## src/rtl/truth_table_sweep_ctrl.sv

```systemverilog
// Sweeps ABCD through 0..15, waits SETTLE_CYC cycles per step, samples F and
// compares the captured truth table against EXP_MASK.
module truth_table_sweep_ctrl #(
  parameter int unsigned SETTLE_CYC = 2,
  parameter logic [15:0] EXP_MASK   = 16'hAAF8
) (
  input  logic        clk,
  input  logic        rst_n,
  input  logic        start,
  output logic [3:0]  abcd,
  input  logic        f_in,
  output logic        busy,
  output logic        done,
  output logic [15:0] tt,
  output logic [4:0]  mismatch_cnt,
  output logic [3:0]  first_fail,
  output logic        pass
);

  typedef enum logic [1:0] {
    S_IDLE   = 2'd0,
    S_SETTLE = 2'd1,
    S_SAMPLE = 2'd2,
    S_DONE   = 2'd3
  } state_t;

  localparam logic [3:0] CNT_LOAD = 4'(SETTLE_CYC - 1);

  state_t      state_q, state_d;
  logic [3:0]  cnt_q, cnt_d;
  logic [3:0]  abcd_q, abcd_d;
  logic [15:0] tt_q, tt_d;
  logic [4:0]  mis_q, mis_d;
  logic [3:0]  ff_q, ff_d;
  logic        pass_q, pass_d;
  logic        busy_q, busy_d;
  logic        done_q, done_d;
  logic        miss_s;

  assign miss_s = (f_in != EXP_MASK[abcd_q]);

  // Next-state and result update logic.
  always_comb begin
    state_d = state_q;
    cnt_d   = cnt_q;
    abcd_d  = abcd_q;
    tt_d    = tt_q;
    mis_d   = mis_q;
    ff_d    = ff_q;
    pass_d  = pass_q;
    case (state_q)
      S_IDLE: begin
        if (start) begin
          abcd_d  = 4'd0;
          tt_d    = 16'h0000;
          mis_d   = 5'd0;
          ff_d    = 4'd0;
          pass_d  = 1'b0;
          cnt_d   = CNT_LOAD;
          state_d = S_SETTLE;
        end else begin
          state_d = S_IDLE;
        end
      end
      S_SETTLE: begin
        if (cnt_q == 4'd0) begin
          state_d = S_SAMPLE;
        end else begin
          cnt_d = cnt_q - 4'd1;
        end
      end
      S_SAMPLE: begin
        tt_d[abcd_q] = f_in;
        if (miss_s) begin
          mis_d = mis_q + 5'd1;
          // Only the first mismatch of the sweep records its index.
          if (mis_q == 5'd0) begin
            ff_d = abcd_q;
          end else begin
            ff_d = ff_q;
          end
        end else begin
          mis_d = mis_q;
        end
        if (abcd_q == 4'd15) begin
          state_d = S_DONE;
        end else begin
          abcd_d  = abcd_q + 4'd1;
          cnt_d   = CNT_LOAD;
          state_d = S_SETTLE;
        end
      end
      S_DONE: begin
        pass_d  = (mis_q == 5'd0);
        state_d = S_IDLE;
      end
      default: begin
        state_d = S_IDLE;
      end
    endcase
    busy_d = (state_d == S_SETTLE) || (state_d == S_SAMPLE);
    done_d = (state_d == S_DONE);
  end

  // State and output registers.
  always_ff @(posedge clk or negedge rst_n) begin
    if (!rst_n) begin
      state_q <= S_IDLE;
      cnt_q   <= 4'd0;
      abcd_q  <= 4'd0;
      tt_q    <= 16'h0000;
      mis_q   <= 5'd0;
      ff_q    <= 4'd0;
      pass_q  <= 1'b0;
      busy_q  <= 1'b0;
      done_q  <= 1'b0;
    end else begin
      state_q <= state_d;
      cnt_q   <= cnt_d;
      abcd_q  <= abcd_d;
      tt_q    <= tt_d;
      mis_q   <= mis_d;
      ff_q    <= ff_d;
      pass_q  <= pass_d;
      busy_q  <= busy_d;
      done_q  <= done_d;
    end
  end

  assign abcd         = abcd_q;
  assign busy         = busy_q;
  assign done         = done_q;
  assign tt           = tt_q;
  assign mismatch_cnt = mis_q;
  assign first_fail   = ff_q;
  assign pass         = pass_q;

endmodule

```

## config.mk

```make
export PLATFORM = sky130hd
export DESIGN_NAME = truth_table_sweep_ctrl
export DESIGN_NICKNAME = d
export VERILOG_FILES = /design/src/rtl/truth_table_sweep_ctrl.sv
export SDC_FILE = /design/constraint.sdc
export NUM_CORES = 1
export LEC_CHECK = 0
export ABC_AREA = 1
export CORE_MARGIN = 1
export CORE_UTILIZATION = 60
export DETAILED_ROUTE_END_ITERATION = 6
export DONT_BUFFER_PORTS = 1
export HOLD_SLACK_MARGIN = 0.1
export MAX_ROUTING_LAYER = met4
export PLACE_DENSITY = 0.8
export SYNTH_ARGS = -nofsm -noshare
export SYNTH_HDL_FRONTEND = slang
export SYNTH_SLANG_ARGS = --single-unit
export TNS_END_PERCENT = 20
```

## constraint.sdc

```tcl
create_clock -name clk -period 1.7 [get_ports clk]
set_input_delay 0.17 -clock clk [delete_from_list [all_inputs] [get_ports clk]]
set_output_delay 0.17 -clock clk [all_outputs]
set_load 0.05 [all_outputs]
```

Word-level counts from Yosys, hierarchy flattened
Memory sizes are Yosys's and may differ from the RTL's.
Index checks and enable logic that the tools add are counted.
Widths: inputs -> output; s select.
{"block": "totals", "rom_bits": 16, "n_memories": 1, "input_bits": 4, "wordCells": 67, "output_inout_bits": 32, "regBits": 38}
{"name": "(name not given)", "words": 16, "word_bits": 1, "rd": 1, "rd_ports_with_merged_regs": 0, "wr": 0, "line_no": "40", "rtl": "assign miss_s = (f_in != EXP_MASK[abcd_q]);"}
{"block": "classes", "n_reduce_logical": 14, "n_lt_le_gt_ge": 2, "n_eq_ne": 13, "add_sub_neg": 3, "n_mux": 25}
{"op": "$pmux 16 s2", "n": 1}
{"op": "$mux 4", "n": 7}
{"op": "$bwmux 16", "n": 1}
{"op": "$mux 16", "n": 1}
{"op": "$pmux 4 s2", "n": 2}
{"op": "$pmux 4 s3", "n": 1}
{"op": "$mux 5", "n": 2}
{"op": "$ne 2x2->1 const B", "n": 5}
{"op": "$pmux 5 s2", "n": 1}
{"op": "$eq 2x2->1 const B", "n": 4}
{"op": "$pmux 2 s4", "n": 1}
{"op": "$reduce_and 4->1", "n": 2}
{"op": "$reduce_and 3->1", "n": 2}
{"op": "$add 5x1->5 const B", "n": 1}
{"op": "$logic_not 5->1", "n": 1}
{"op": "$lt 4x5->1 const B", "n": 1}
{"op": "$add 4x1->4 const B", "n": 1}
{"op": "$demux 1 s4", "n": 1}
{"op": "$eq 2x1->1 const B", "n": 2}
{"op": "$eq 4x4->1 const B", "n": 1}
{"op": "$ge 4x1->1 const B", "n": 1}
{"op": "$logic_not 4->1", "n": 1}
{"op": "$mux 1", "n": 4}
{"op": "$mux 2", "n": 2}
{"op": "other kinds (9)", "n": 11}

Depth between registers and ports, before layout
Gate-level depths: netlist of run 1.
{"block": "depth", "word_depth": 6, "mapped_depth": 11, "mapped_depth_nobuf": 11}

Least setup slack after synthesis of run 1
No wires, ideal clock.
{"block": "synth_timing", "kind": "reg2reg", "start": "register abcd_q[0] (netlist: abcd[0])", "end": "register busy_q (netlist: busy)", "stages_incl_launch_ff": 8, "path_buffers": 0, "t_arrival_ps": 1709, "required_time_ps": 1574, "setup_ps": 126, "synth_period_minus_slack_ps": 1834, "slack_ps": -134, "path_cell_list": "dfrtp_1 > ha_1 > nand3_2 > inv_1 > nand2_1 > nand3b_1 > nand3_1 > ha_1"}
{"block": "synth_between", "elab_chain_len": 5, "word_cells_on_any_way": 6, "cone_classes": "3 x eq/ne; 2 x mux; 1 x reduce/logical"}
{"element": "start: declaration", "line_no": "31", "rtl": "logic [3:0] abcd_q, abcd_d;"}
{"element": "start signal: assignment", "line_no": "110", "rtl": "abcd_q <= 4'd0;"}
{"element": "start signal: assignment", "line_no": "120", "rtl": "abcd_q <= abcd_d;"}
{"element": "$eq 4x4->1 (*)", "line_no": "85", "rtl": "if (abcd_q == 4'd15) begin"}
{"element": "$mux 2 (*)", "line_no": "85"}
{"element": "$pmux 2 s4 (*)", "line_no": "51", "rtl": "case (state_q)"}
{"element": "$eq 2x1->1 / $eq 2x2->1 (equally long branches)", "line_no": "101", "rtl": "busy_d = (state_d == S_SETTLE) || (state_d == S_SAMPLE);"}
{"element": "$logic_or 1x1->1 (*)", "line_no": "101"}
{"element": "named net busy_d", "line_no": "36", "rtl": "logic busy_q, busy_d;"}
{"element": "end signal: assignment", "line_no": "125", "rtl": "busy_q <= busy_d;"}
{"element": "end: declaration", "line_no": "36"}
Mark *: on every way through the listed nets, which the timed path passes. The rest lies on a longest branch.
A chain may end at the register's enable or synchronous reset.

Final worst setup path of run 1
{"block": "layout_timing", "start": "register abcd_q[0] (netlist: abcd[0])", "end": "register tt_q[12] (netlist: tt[12])"}
{"block": "layout_between", "elab_chain_len": 6, "word_cells_on_any_way": 7, "cone_classes": "2 x order compare; 4 x mux; 1 x reduce/logical"}
{"element": "$lt 4x5->1 (implied by the code) / $ge 4x1->1 (equally long branches)", "line_no": "73", "rtl": "tt_d[abcd_q] = f_in;"}
{"element": "$logic_and 1x1->1 (implied by the code)", "line_no": "73"}
{"element": "$mux 1 (implied by the code)", "line_no": "73"}
{"element": "$demux 1 s4 (*)", "line_no": "73"}
{"element": "$bwmux 16 (*)", "line_no": "73"}
{"element": "$pmux 16 s2 (*)", "line_no": "51"}
{"element": "end signal: assignment", "line_no": "121", "rtl": "tt_q <= tt_d;"}
{"element": "end: declaration", "line_no": "32", "rtl": "logic [15:0] tt_q, tt_d;"}
Mark *: on every way between the ends. The rest lies on a longest branch, timed or not.

==> qor.csv, run 1 <==
stage,metric,value,unit
floorplanning,Die Outline Area,3580,um^2
grt,number of global-route vias before repair,1556,
timing,upper clock frequency limit,0.625,GHz
floorplanning,Placeable Area,3100,um^2
yosys,most frequent cell after synthesis,nand2_1,
power_and_ir_drop,combinational fraction of design power,42.6,%
layout,fill cell count,255,
detailed_routing,Met1 Routed Length,1880,um
critical_path,r2r worst-path depth,7,
floorplanning,Boundary Pins,36,
detailed_routing,Met3 Wirelength,230,um
detailed_routing,DR iter-0 viols,122,
critical_path,crit start category,flip-flop,
power_and_ir_drop,relative contribution of sequential cells to total power,44.1,%
timing,pins over their slew limit,0,
grt,maximum number of pins on one net before global-route repair,39,
layout,area delta synth->final,12.0,%
clock_network,clk sinks,38,
clock_network,Clock Pin Slew Worst Setup and Hold Paths,0.11,ns
timing,hold violation total from the final report,0,
timing,transition time of the tightest slew-check pin,0.496,ns
grt,antenna violations before repair,0,
yosys,Post-Syn Nets,256,
timing,final number of setup-violating endpoints,0,
critical_path,worst reg2reg startpoint,abcd[0]$_DFFE_PN0P_,
yosys,gate count after technology mapping,241,
power_and_ir_drop,worst ir drop on vdd,0.000840,V
floorplanning,effective utilization at floorplan,64.8,%
power_and_ir_drop,total net switching power,1.78,mW
yosys,main area contributors after synthesis,"dfrtp_1, nand2_1, ha_1, nand3_1, a21oi_1",
timing,headroom to the max-slew limit,66.9,%
place,IO buf count,0,
critical_path,Critical Path Source,abcd[0]$_DFFE_PN0P_,
power_and_ir_drop,Leakage Power,1.17,nW
yosys,number of synthesized flops with an enable pin,0,
detailed_routing,wire per inst,14.1,um
yosys,"Cell Area, Synth",2010,um^2
clock_network,buffer cell driving the clock tree root,clkbuf_4,
critical_path,largest fanout on the critical path,6,
detailed_routing,overall via count from detail_route,1665,
clock_network,H-Tree Level Count,2,
critical_path,slowest cell on the critical path,dfrtp_2,
critical_path,required arrival time at the worst endpoint,1.94,ns
timing,final worst path period need,1.60,ns
yosys,Synth top cells by count,"nand2_1, dfrtp_1, nand3_1, nor2_1, a21oi_1",
critical_path,worst reg-to-reg setup slack,0.10,ns
yosys,average cell area after synthesis,8.34,um^2
yosys,distinct cell type count of the synthesized netlist,25,
place,Placed Area,2110,um^2
layout,post-route cell area,2250,um^2
place,Placed Cells,291,
power_and_ir_drop,part of the total power dissipated in the clock network,13.3,%
detailed_routing,number of antenna-violating nets in the routed design,0,
place,Routability Congestion,0.882,
power_and_ir_drop,power per cell area,1590,nW/um^2
detailed_routing,routed wire length,4300,um
critical_path,ordered list of cells on the worst path,buf_4 > clkinvlp_4 > ha_1 > nand4_1 > nand2_1 > o21ai_0 > inv_1,
place,DPL Wire Length,2940,um
detailed_routing,DRC,0,
flow_run,maxcap violations,0,
critical_path,capturing element type of the critical path,flip-flop,
critical_path,Worst Setup EP,tt[12]$_DFFE_PN0P_,
yosys,fraction of registers with async set/reset,100,%
floorplanning,die span in y,59.9,um
outcome,outcome,completed,
power_and_ir_drop,switching power share of the total,50.0,%
clock_network,clock tree from TritonCTS,done,
layout,count of antenna diodes in the layout,0,
timing,setup repair after global routing missed its margin,yes,
yosys,synth warn,0,
grt,global-route wire length before repair,7050,um
floorplanning,floorplan die width,59.9,um
min_path,worst min-delay path category,in2reg,
clock_network,total CTS buffers,5,
power_and_ir_drop,cell internal pwr,1.78,mW
detailed_routing,met2 wire length,2130,um
grt,total global routing overflow,0,
layout,fin util,72.5,%
critical_path,"Arr. time, crit path",1.84,ns
clock_network,maximum clock insertion buffer count,2,
yosys,sequential cell area fraction in the yosys report,47.3,%
layout,# nets final,276,
critical_path,CP Class,reg2reg,
yosys,Yosys top cell by area,dfrtp_1,
yosys,number of flip-flops and latches in the synthesized netlist,38,
yosys,"Top FF cell, synth",dfrtp_1,
layout,fraction of final layout cells with drive strength greater than 1,16.2,%
layout,non-filler instance count after layout,304,
timing,final clock skew,0.00668,ns
timing,final worst-path cycle share,94.1,%
grt,all-layer global routing usage,27.9,%
yosys,share of the synthesized area in the top cell type,47.3,%
detailed_routing,number of iterations in the first detailed-routing pass,4,
detailed_routing,highest signal layer in the routed design,met4,
clock_network,Worst-Skew Late Latency,0.34,ns
critical_path,largest incremental delay on the critical path,0.41,ns
power_and_ir_drop,total power draw,3.57,mW
floorplanning,std cell rows,20,
critical_path,reg-to-reg endpoint,tt[12]$_DFFE_PN0P_,
detailed_routing,number of vias per cell after detailed routing,5.48,
cells by family (layout without fill, tap and decap cells):
family / Yosys count / in the layout / synth area share (%)
and+or+nand+nor: 122 / 122 / 27.6
DFF: 38 / 38 / 47.3
AOI/OAI and AO/OA: 35 / 35 / 8.84
buffers and inverters: 30 / 49 / 7.16
adders and majority gates: 11 / 11 / 6.85
xor gates and xnor gates: 5 / 5 / 2.18
cells in the final DEF, fill, tap and decap left out, drive strengths merged:
master and n:
a21boi 1, nand4 8, nand2 54, clkinvlp 1
ha 11, xor2 3, dlygate4sd3 2, a21oi 20
clkbuf 6, xnor2 2, and3 1, buf 19
nor2 29, nand3b 2, dfrtp 38, nand3 28
o21ai 14, inv 21
state kept, by name, indices dropped and copies added (netlist names):
signal / cells
cnt_q: 4
first_fail: 4
pass: 1
busy: 1
done: 1
abcd: 4
state_q: 2
mismatch_cnt: 5
tt: 16
how the worst min path moves through the flow:
stage / from / end / cells past startpoint
floorplan: rst_n / abcd[0]$_DFFE_PN0P_ / 0
finish: f_in / tt[7]$_DFFE_PN0P_ / 3
CTS: f_in / tt[1]$_DFFE_PN0P_ / 3
global placement: rst_n / cnt_q[3]$_DFFE_PN0P_ / 0
detailed placement: rst_n / state_q[0]$_DFF_PN0_ / 0
global route: f_in / tt[1]$_DFFE_PN0P_ / 3
what timing repair did:
action / 4_1_cts / 5_1_grt
resized for setup: 0 / 4
endpoints found under the setup margin: 0 / 15
hold buffers: 3 / 0
hold endpoints to repair: 43 / 0
setup buffers: 0 / 4
worst max-delay path, delay by kind of cell (launching register included):
family                     cells  cell delay, ns
adders and majority gates      1            0.29
AOI/OAI and AO/OA              1            0.10
buffers and inverters          3            0.47
and+or+nand+nor                2            0.22
DFF                            1            0.41
layer usage:
layer / global-route usage [%] / vias to the layer above
met5: - / -
met2: 45.1 / 51
met4: 8.64 / 0
met1: 33.4 / 768
met3: 8.44 / 12
li1: - / 834
through the flow:
stage                     TNS (ns)  hold slack (ns)  worst slack [ns]
after floorplan                  0           -0.126            0.0215
after global placement           0           -0.125             0.160
after detailed placement         0           -0.125             0.108
after CTS                        0            0.157            0.0642
after global routing       -0.0571            0.162           -0.0449
final                            0            0.166             0.100
power groups by stage:
stage | Combinational [mW] | Clock (mW) | Sequential, mW
detailed placement | 1.39 | 0 | 1.61
global route | 1.70 | 0.518 | 1.61
global placement | 1.35 | 0 | 1.59
CTS | 1.42 | 0.479 | 1.59
finish | 1.52 | 0.473 | 1.57
floorplan | 0.930 | 0 | 1.74
final cells by class:
cell class	count	area (um^2)	share of cell area [%]
multi-input cells	173	927	41.2
well taps	44	55.1	2.45
inverters	22	86.3	3.84
clock buffers	6	51.3	2.28
flip-flops and latches	38	955	42.4
repair buffers	21	175	7.79
No activity file was read; power rests on OpenSTA's default activity.
==> inputs of run 2 (changes only) <==
CORE_UTILIZATION = 43   (was 60)
PLACE_DENSITY = 0.62   (was 0.8)
clock period = 1.8 ns   (was 1.7 ns; I/O delays follow)
==> run 2 against run 1 <==
Sequential cell count unchanged. Global-route usage is 8.6 points lower. First-iteration DRC count shrank 34%. Clock power increased by 84%. Critical endpoint is now busy$_DFF_PN0_. Combinational power fell by 13%. Clock skew grew 0.0011 ns. Final cell count is 1.6% higher. Register-to-register slack gained 0.08 ns. Worst hold slack improved by 0.054 ns. Sequential power down 5%. Maximum frequency is 1.4% lower. Largest power group unchanged.
==> qor.csv, run 2 (synthesis results as in run 1) <==
stage,metric,value,unit,change
power_and_ir_drop,switching power share of the total,45.6,%,-4.4 points
min_path,worst min-delay path category,in2reg,,
critical_path,capturing element type of the critical path,flip-flop,,
clock_network,H-Tree Level Count,2,,unchanged
clock_network,total CTS buffers,5,,unchanged
place,Placed Cells,298,,+2.4%
power_and_ir_drop,power per cell area,1610,nW/um^2,+1.4%
clock_network,Worst-Skew Late Latency,0.29,ns,-0.05 ns
grt,GRT met1 Usage,27.4,%,-6.1 points
grt,met3 layer usage reported by global route,5.05,%,-3.4 points
layout,"commonest non-fill, non-tap cell in the layout",nand2_1,,
layout,non-filler instance count after layout,309,,+1.6%
grt,global routing's busiest layer,met1,,
clock_network,clk sinks,38,,unchanged
timing,final number of setup-violating endpoints,0,,unchanged
detailed_routing,wire per inst,13.5,um,-4.5%
place,Routability Congestion,0.800,,-9.2%
floorplanning,std cell rows,24,,+20%
clock_network,buffer cell driving the clock tree root,clkbuf_8,,
critical_path,crit start category,flip-flop,,
timing,hold violation total from the final report,0,,unchanged
detailed_routing,number of iterations in the first detailed-routing pass,4,,unchanged
power_and_ir_drop,worst ir drop on vdd,0.000606,V,-28%
flow_run,maxcap violations,0,,unchanged
detailed_routing,DRC,0,,unchanged
detailed_routing,routed wire length,4170,um,-2.9%
outcome,outcome,completed,,
detailed_routing,overall via count from detail_route,1589,,-4.6%
timing,headroom to the max-slew limit,65.8,%,-1.1 points
power_and_ir_drop,Leakage Power,1.18,nW,+0.53%
power_and_ir_drop,combinational fraction of design power,36.0,%,-6.6 points
grt,met2 track demand over resource,26.7,%,-18 points
floorplanning,floorplan die width,70.4,um,+18%
grt,total global routing overflow,0,,unchanged
place,DPL Wire Length,2930,um,-0.54%
detailed_routing,number of vias per cell after detailed routing,5.14,,-6.1%
power_and_ir_drop,relative contribution of sequential cells to total power,40.4,%,-3.7 points
critical_path,required arrival time at the worst endpoint,1.98,ns,+0.04 ns
floorplanning,Die Outline Area,4950,um^2,+38%
clock_network,clock tree from TritonCTS,done,,
grt,maximum number of pins on one net before global-route repair,39,,unchanged
grt,all-layer global routing usage,19.3,%,-8.6 points
layout,highest-count cells in the layout ignoring fill and taps,"nand2_1, dfrtp_1, nand3_1",,
timing,final worst-path cycle share,90.1,%,-4.0 points
layout,flip-flop count of the largest register after layout,16,,unchanged
detailed_routing,DR iter-0 viols,81,,-34%
floorplanning,Placeable Area,4410,um^2,+42%
timing,final clock skew,0.00775,ns,+0.00107 ns
timing,upper clock frequency limit,0.617,GHz,-1.4%
timing,aggregate negative setup slack,0,ns,unchanged
clock_network,Clock Pin Slew Worst Setup and Hold Paths,0.08,ns,-0.03 ns
grt,global-route wire length before repair,7280,um,+3.2%
floorplanning,Boundary Pins,36,,unchanged
floorplanning,effective utilization at floorplan,45.5,%,-19 points
power_and_ir_drop,total net switching power,1.68,mW,-5.8%
layout,# nets final,271,,-1.8%
timing,transition time of the tightest slew-check pin,0.512,ns,+0.0163 ns
clock_network,maximum clock insertion buffer count,2,,unchanged
grt,number of global-route vias before repair,1515,,-2.6%
layout,count of antenna diodes in the layout,0,,unchanged
timing,final worst path period need,1.62,ns,+0.0222 ns
timing,setup repair after global routing missed its margin,no,,
critical_path,"Arr. time, crit path",1.80,ns,-0.04 ns
floorplanning,die span in y,70.4,um,+18%
critical_path,CP Class,reg2reg,,
grt,antenna violations before repair,0,,unchanged
layout,area delta synth->final,14.0,%,
clock_network,Post-CTS Repair Setup Buffers,0,,unchanged
layout,fraction of final layout cells with drive strength greater than 1,13.6,%,-2.5 points
power_and_ir_drop,cell internal pwr,2.00,mW,+12%
detailed_routing,number of antenna-violating nets in the routed design,0,,unchanged
critical_path,largest fanout on the critical path,6,,unchanged
timing,pins over their slew limit,0,,unchanged
power_and_ir_drop,part of the total power dissipated in the clock network,23.6,%,+10 points
place,IO buf count,0,,unchanged
run 2: cell count changes in the layout (fill, tap and decap cells not counted), moves of 2 or more:
cell | before | now
buf_4 | 18 | 13
clkbuf_4 | 5 | 0
clkbuf_8 | 1 | 5
bufinv_16 | 0 | 2
run 2: layout make-up:
type	instances	area, um^2
clock buffer	5	68.8
clock inverter	3	68.8
fill	428	2120
inverter	22	82.6
multi-input combinational	173	915
sequential	38	953
tap	52	65.1
timing repair buffer	16	138
run 2: worst paths after layout:
| check | from | endpoint | slack, ns | cells past startpoint |
|---|---|---|---|---|
| min in group asynchronous | rst_n | cnt_q[0]$_DFFE_PN0P_ | 0.36 | 2 |
| setup / recovery | abcd[1]$_DFFE_PN0P_ | busy$_DFF_PN0_ | 0.18 | 7 |
| hold reg to reg | cnt_q[1]$_DFFE_PN0P_ | cnt_q[1]$_DFFE_PN0P_ | 0.51 | 2 |
| setup reg to reg | abcd[1]$_DFFE_PN0P_ | busy$_DFF_PN0_ | 0.18 | 7 |
| hold / removal | f_in | tt[5]$_DFFE_PN0P_ | 0.22 | 3 |
| max in group asynchronous | rst_n | abcd[1]$_DFFE_PN0P_ | 1.24 | 2 |
run 2: repair_timing:
item                      in CTS  in global routing
gates resized for setup        0                  0
hold endpoints to repair      43                  0
hold buffers                   3                  0
run 2: stage by stage:
| step | worst slack, ns | total power, mW | hold slack [ns] | util (%) | instance area (um^2) |
|---|---|---|---|---|---|
| final | 0.178 | 3.68 | 0.220 | 51.9 | 2290 |
| after global routing | 0.0357 | 3.97 | 0.228 | 51.9 | 2290 |
| after CTS | 0.179 | 3.72 | 0.210 | 51.9 | 2290 |
| after detailed placement | 0.198 | 2.81 | -0.115 | 47.9 | 2110 |
| after global placement | 0.253 | 2.79 | -0.115 | 47.9 | 2110 |
| after floorplan | 0.0436 | 2.52 | -0.116 | - | 2010 |
run 2: layer usage:
layer  wire length (um)  vias up  part of all wire, %
met3                243        5                  5.8
li1                   -      828                    -
met2               1800       32                   43
met1               2070      724                   50
met4                 58        0                  1.4
met5                  0        -                    0
run 2: power groups by stage:
stage / combinational (mW) / clock (mW) / sequential [mW]
3_3_place_gp: 1.29 / 0 / 1.50
2_1_floorplan: 0.879 / 0 / 1.65
3_5_place_dp: 1.30 / 0 / 1.51
6_report: 1.33 / 0.869 / 1.49
4_1_cts: 1.34 / 0.891 / 1.49
5_1_grt: 1.51 / 0.928 / 1.52
run 2: critical path, stage by stage (launching register included):
cell and delay, ns:
dfrtp_2 0.42, ha_1 0.25, nand3_2 0.11, inv_1 0.07, nand2_1 0.10, nand3b_1 0.18
nand3_1 0.10, ha_1 0.28
==> inputs of run 3 (changes only) <==
clock period = 2 ns   (was 1.8 ns; I/O delays follow)
==> run 3 against run 2 <==
Clock power decreased by 26%. Largest cell class unchanged. Total power decreased by 15%. Final cell count decreased by 1.3%. Sequential power decreased by 9%. Critical endpoint unchanged. Routed wire length about the same. Global-route usage decreased by 0.19 points. Core utilization decreased by 1.4 points. Via count increased by 0.38%.
==> qor.csv, run 3 (synthesis results as in run 1) <==
stage,metric,value,unit,change
outcome,outcome,completed,,
floorplanning,Die Outline Area,4950,um^2,unchanged
layout,fraction of final layout cells with drive strength greater than 1,10.7,%,-2.9 points
critical_path,CP Class,reg2reg,,
floorplanning,effective utilization at floorplan,45.5,%,unchanged
critical_path,reg-to-reg endpoint,busy$_DFF_PN0_,,
critical_path,worst reg2reg startpoint,abcd[1]$_DFFE_PN0P_,,
timing,pins over their slew limit,0,,unchanged
place,Placed Cells,294,,-1.3%
timing,final number of setup-violating endpoints,0,,unchanged
min_path,Hold Crit Start,start,,
clock_network,H-Tree Level Count,2,,unchanged
grt,maximum number of pins on one net before global-route repair,39,,unchanged
timing,final worst path period need,1.66,ns,+0.0376 ns
layout,non-filler instance count after layout,305,,-1.3%
clock_network,maximum clock insertion buffer count,2,,unchanged
detailed_routing,number of iterations in the first detailed-routing pass,4,,unchanged
critical_path,r2r worst-path depth,7,,unchanged
detailed_routing,number of vias per cell after detailed routing,5.23,,+1.7%
detailed_routing,wire per inst,13.7,um,+1.4%
place,IO buf count,0,,unchanged
grt,all-layer global routing usage,19.1,%,-0.19 points
critical_path,required arrival time at the worst endpoint,2.19,ns,+0.21 ns
critical_path,capturing element type of the critical path,flip-flop,,
detailed_routing,DRC,0,,unchanged
detailed_routing,overall via count from detail_route,1595,,+0.38%
clock_network,Clock Pin Slew Worst Setup and Hold Paths,0.08,ns,about the same
timing,aggregate negative setup slack,0,ns,unchanged
power_and_ir_drop,total power draw,3.15,mW,-15%
power_and_ir_drop,Leakage Power,1.14,nW,-2.9%
layout,"commonest non-fill, non-tap cell in the layout",nand2_1,,
layout,area delta synth->final,10.8,%,
min_path,worst min-delay path category,in2reg,,
clock_network,total CTS buffers,5,,unchanged
min_path,end point of the worst hold path,cnt_q[3]$_DFFE_PN0P_,,
timing,final worst-path cycle share,83.0,%,-7.1 points
timing,hold violation total from the final report,0,,unchanged
timing,hold slack final,0.242,ns,+0.0225 ns
power_and_ir_drop,worst ir drop on vdd,0.000515,V,-15%
critical_path,worst reg-to-reg setup slack,0.34,ns,+0.16 ns
place,Routability Congestion,0.812,,+1.5%
layout,fin util,50.5,%,-1.4 points
grt,antenna violations before repair,0,,unchanged
critical_path,largest fanout on the critical path,6,,unchanged
place,DPL Wire Length,2920,um,-0.27%
clock_network,buffer cell driving the clock tree root,clkbuf_8,,
timing,headroom to the max-slew limit,61.9,%,-4.0 points
floorplanning,die span in y,70.4,um,unchanged
critical_path,crit start category,flip-flop,,
grt,global-route wire length before repair,7110,um,-2.4%
clock_network,clk sinks,38,,unchanged
place,placement-stage worst setup slack,0.363,ns,+0.166 ns
timing,upper clock frequency limit,0.603,GHz,-2.3%
min_path,worst hold path depth,6,,+3
power_and_ir_drop,power per cell area,1410,nW/um^2,-12%
place,Placed Area,2080,um^2,-1.5%
flow_run,maxcap violations,0,,unchanged
layout,post-route cell area,2230,um^2,-2.8%
clock_network,Worst-Skew Late Latency,0.30,ns,about the same
layout,highest-count cells in the layout ignoring fill and taps,"nand2_1, dfrtp_1, nand3_1",,
grt,total global routing overflow,0,,unchanged
timing,transition time of the tightest slew-check pin,0.572,ns,+0.0598 ns
floorplanning,Boundary Pins,36,,unchanged
timing,"crit path setup slack, layout",0.340,ns,+0.162 ns
layout,count of antenna diodes in the layout,0,,unchanged
detailed_routing,number of antenna-violating nets in the routed design,0,,unchanged
layout,flip-flop count of the largest register after layout,16,,unchanged
timing,setup repair after global routing missed its margin,no,,
floorplanning,std cell rows,24,,unchanged
detailed_routing,routed wire length,4180,um,about the same
floorplanning,Placeable Area,4410,um^2,unchanged
floorplanning,floorplan die width,70.4,um,unchanged
grt,number of global-route vias before repair,1549,,+2.2%
clock_network,clock tree from TritonCTS,done,,
critical_path,Critical Path Source,abcd[1]$_DFFE_PN0P_,,
detailed_routing,DR iter-0 viols,60,,-26%
timing,final clock skew,0.0106,ns,+0.00288 ns
critical_path,"Arr. time, crit path",1.85,ns,+0.05 ns
layout,# nets final,267,,-1.5%
## run 3: cell type report
| type | instances | area, um^2 |
|---|---|---|
| fillers | 445 | 2190 |
| flip-flops and latches | 38 | 951 |
| well taps | 52 | 65.1 |
| clock inverters | 1 | 30.0 |
| clock buffers | 7 | 76.3 |
| multi-input cells | 173 | 915 |
| inverters | 22 | 82.6 |
| repair buffers | 12 | 108 |
## run 3: report_power, final
| part | switching [mW] | total [mW] | internal [mW] |
|---|---|---|---|
| Combinational | 0.789 | 1.14 | 0.352 |
| Clock | 0.270 | 0.643 | 0.373 |
| Sequential | 0.426 | 1.36 | 0.934 |
| Total | 1.49 | 3.15 | 1.66 |
## run 3: how the worst max path moves through the flow
| stage | to | cells past startpoint |
|---|---|---|
| after floorplan | busy$_DFF_PN0_ | 7 |
| after global placement | busy$_DFF_PN0_ | 7 |
| after detailed placement | busy$_DFF_PN0_ | 7 |
| after CTS | busy$_DFF_PN0_ | 7 |
| after global routing | busy$_DFF_PN0_ | 7 |
| final | busy$_DFF_PN0_ | 7 |
## run 3: critical path, cell delays in order (launching register included)
cell and delay (ns):
dfrtp_1 0.43, ha_1 0.27, nand3_2 0.11, inv_1 0.07, nand2_1 0.11, nand3b_1 0.19
nand3_1 0.10, ha_1 0.28
## run 3: routing by layer
| metal | routed length, um | vias to the layer above | GRT usage, % |
|---|---|---|---|
| met3 | 227 | 6 | 6.20 |
| met5 | 0 | - | - |
| met1 | 1960 | 745 | 22.5 |
| met2 | 1910 | 29 | 30.1 |
| met4 | 76 | 0 | 8.00 |
| li1 | - | 815 | - |
## run 3: repair_timing
item	CTS	global route
hold endpoints to repair	43	0
hold buffers	3	0
buffers inserted	0	0
resized for setup	0	0
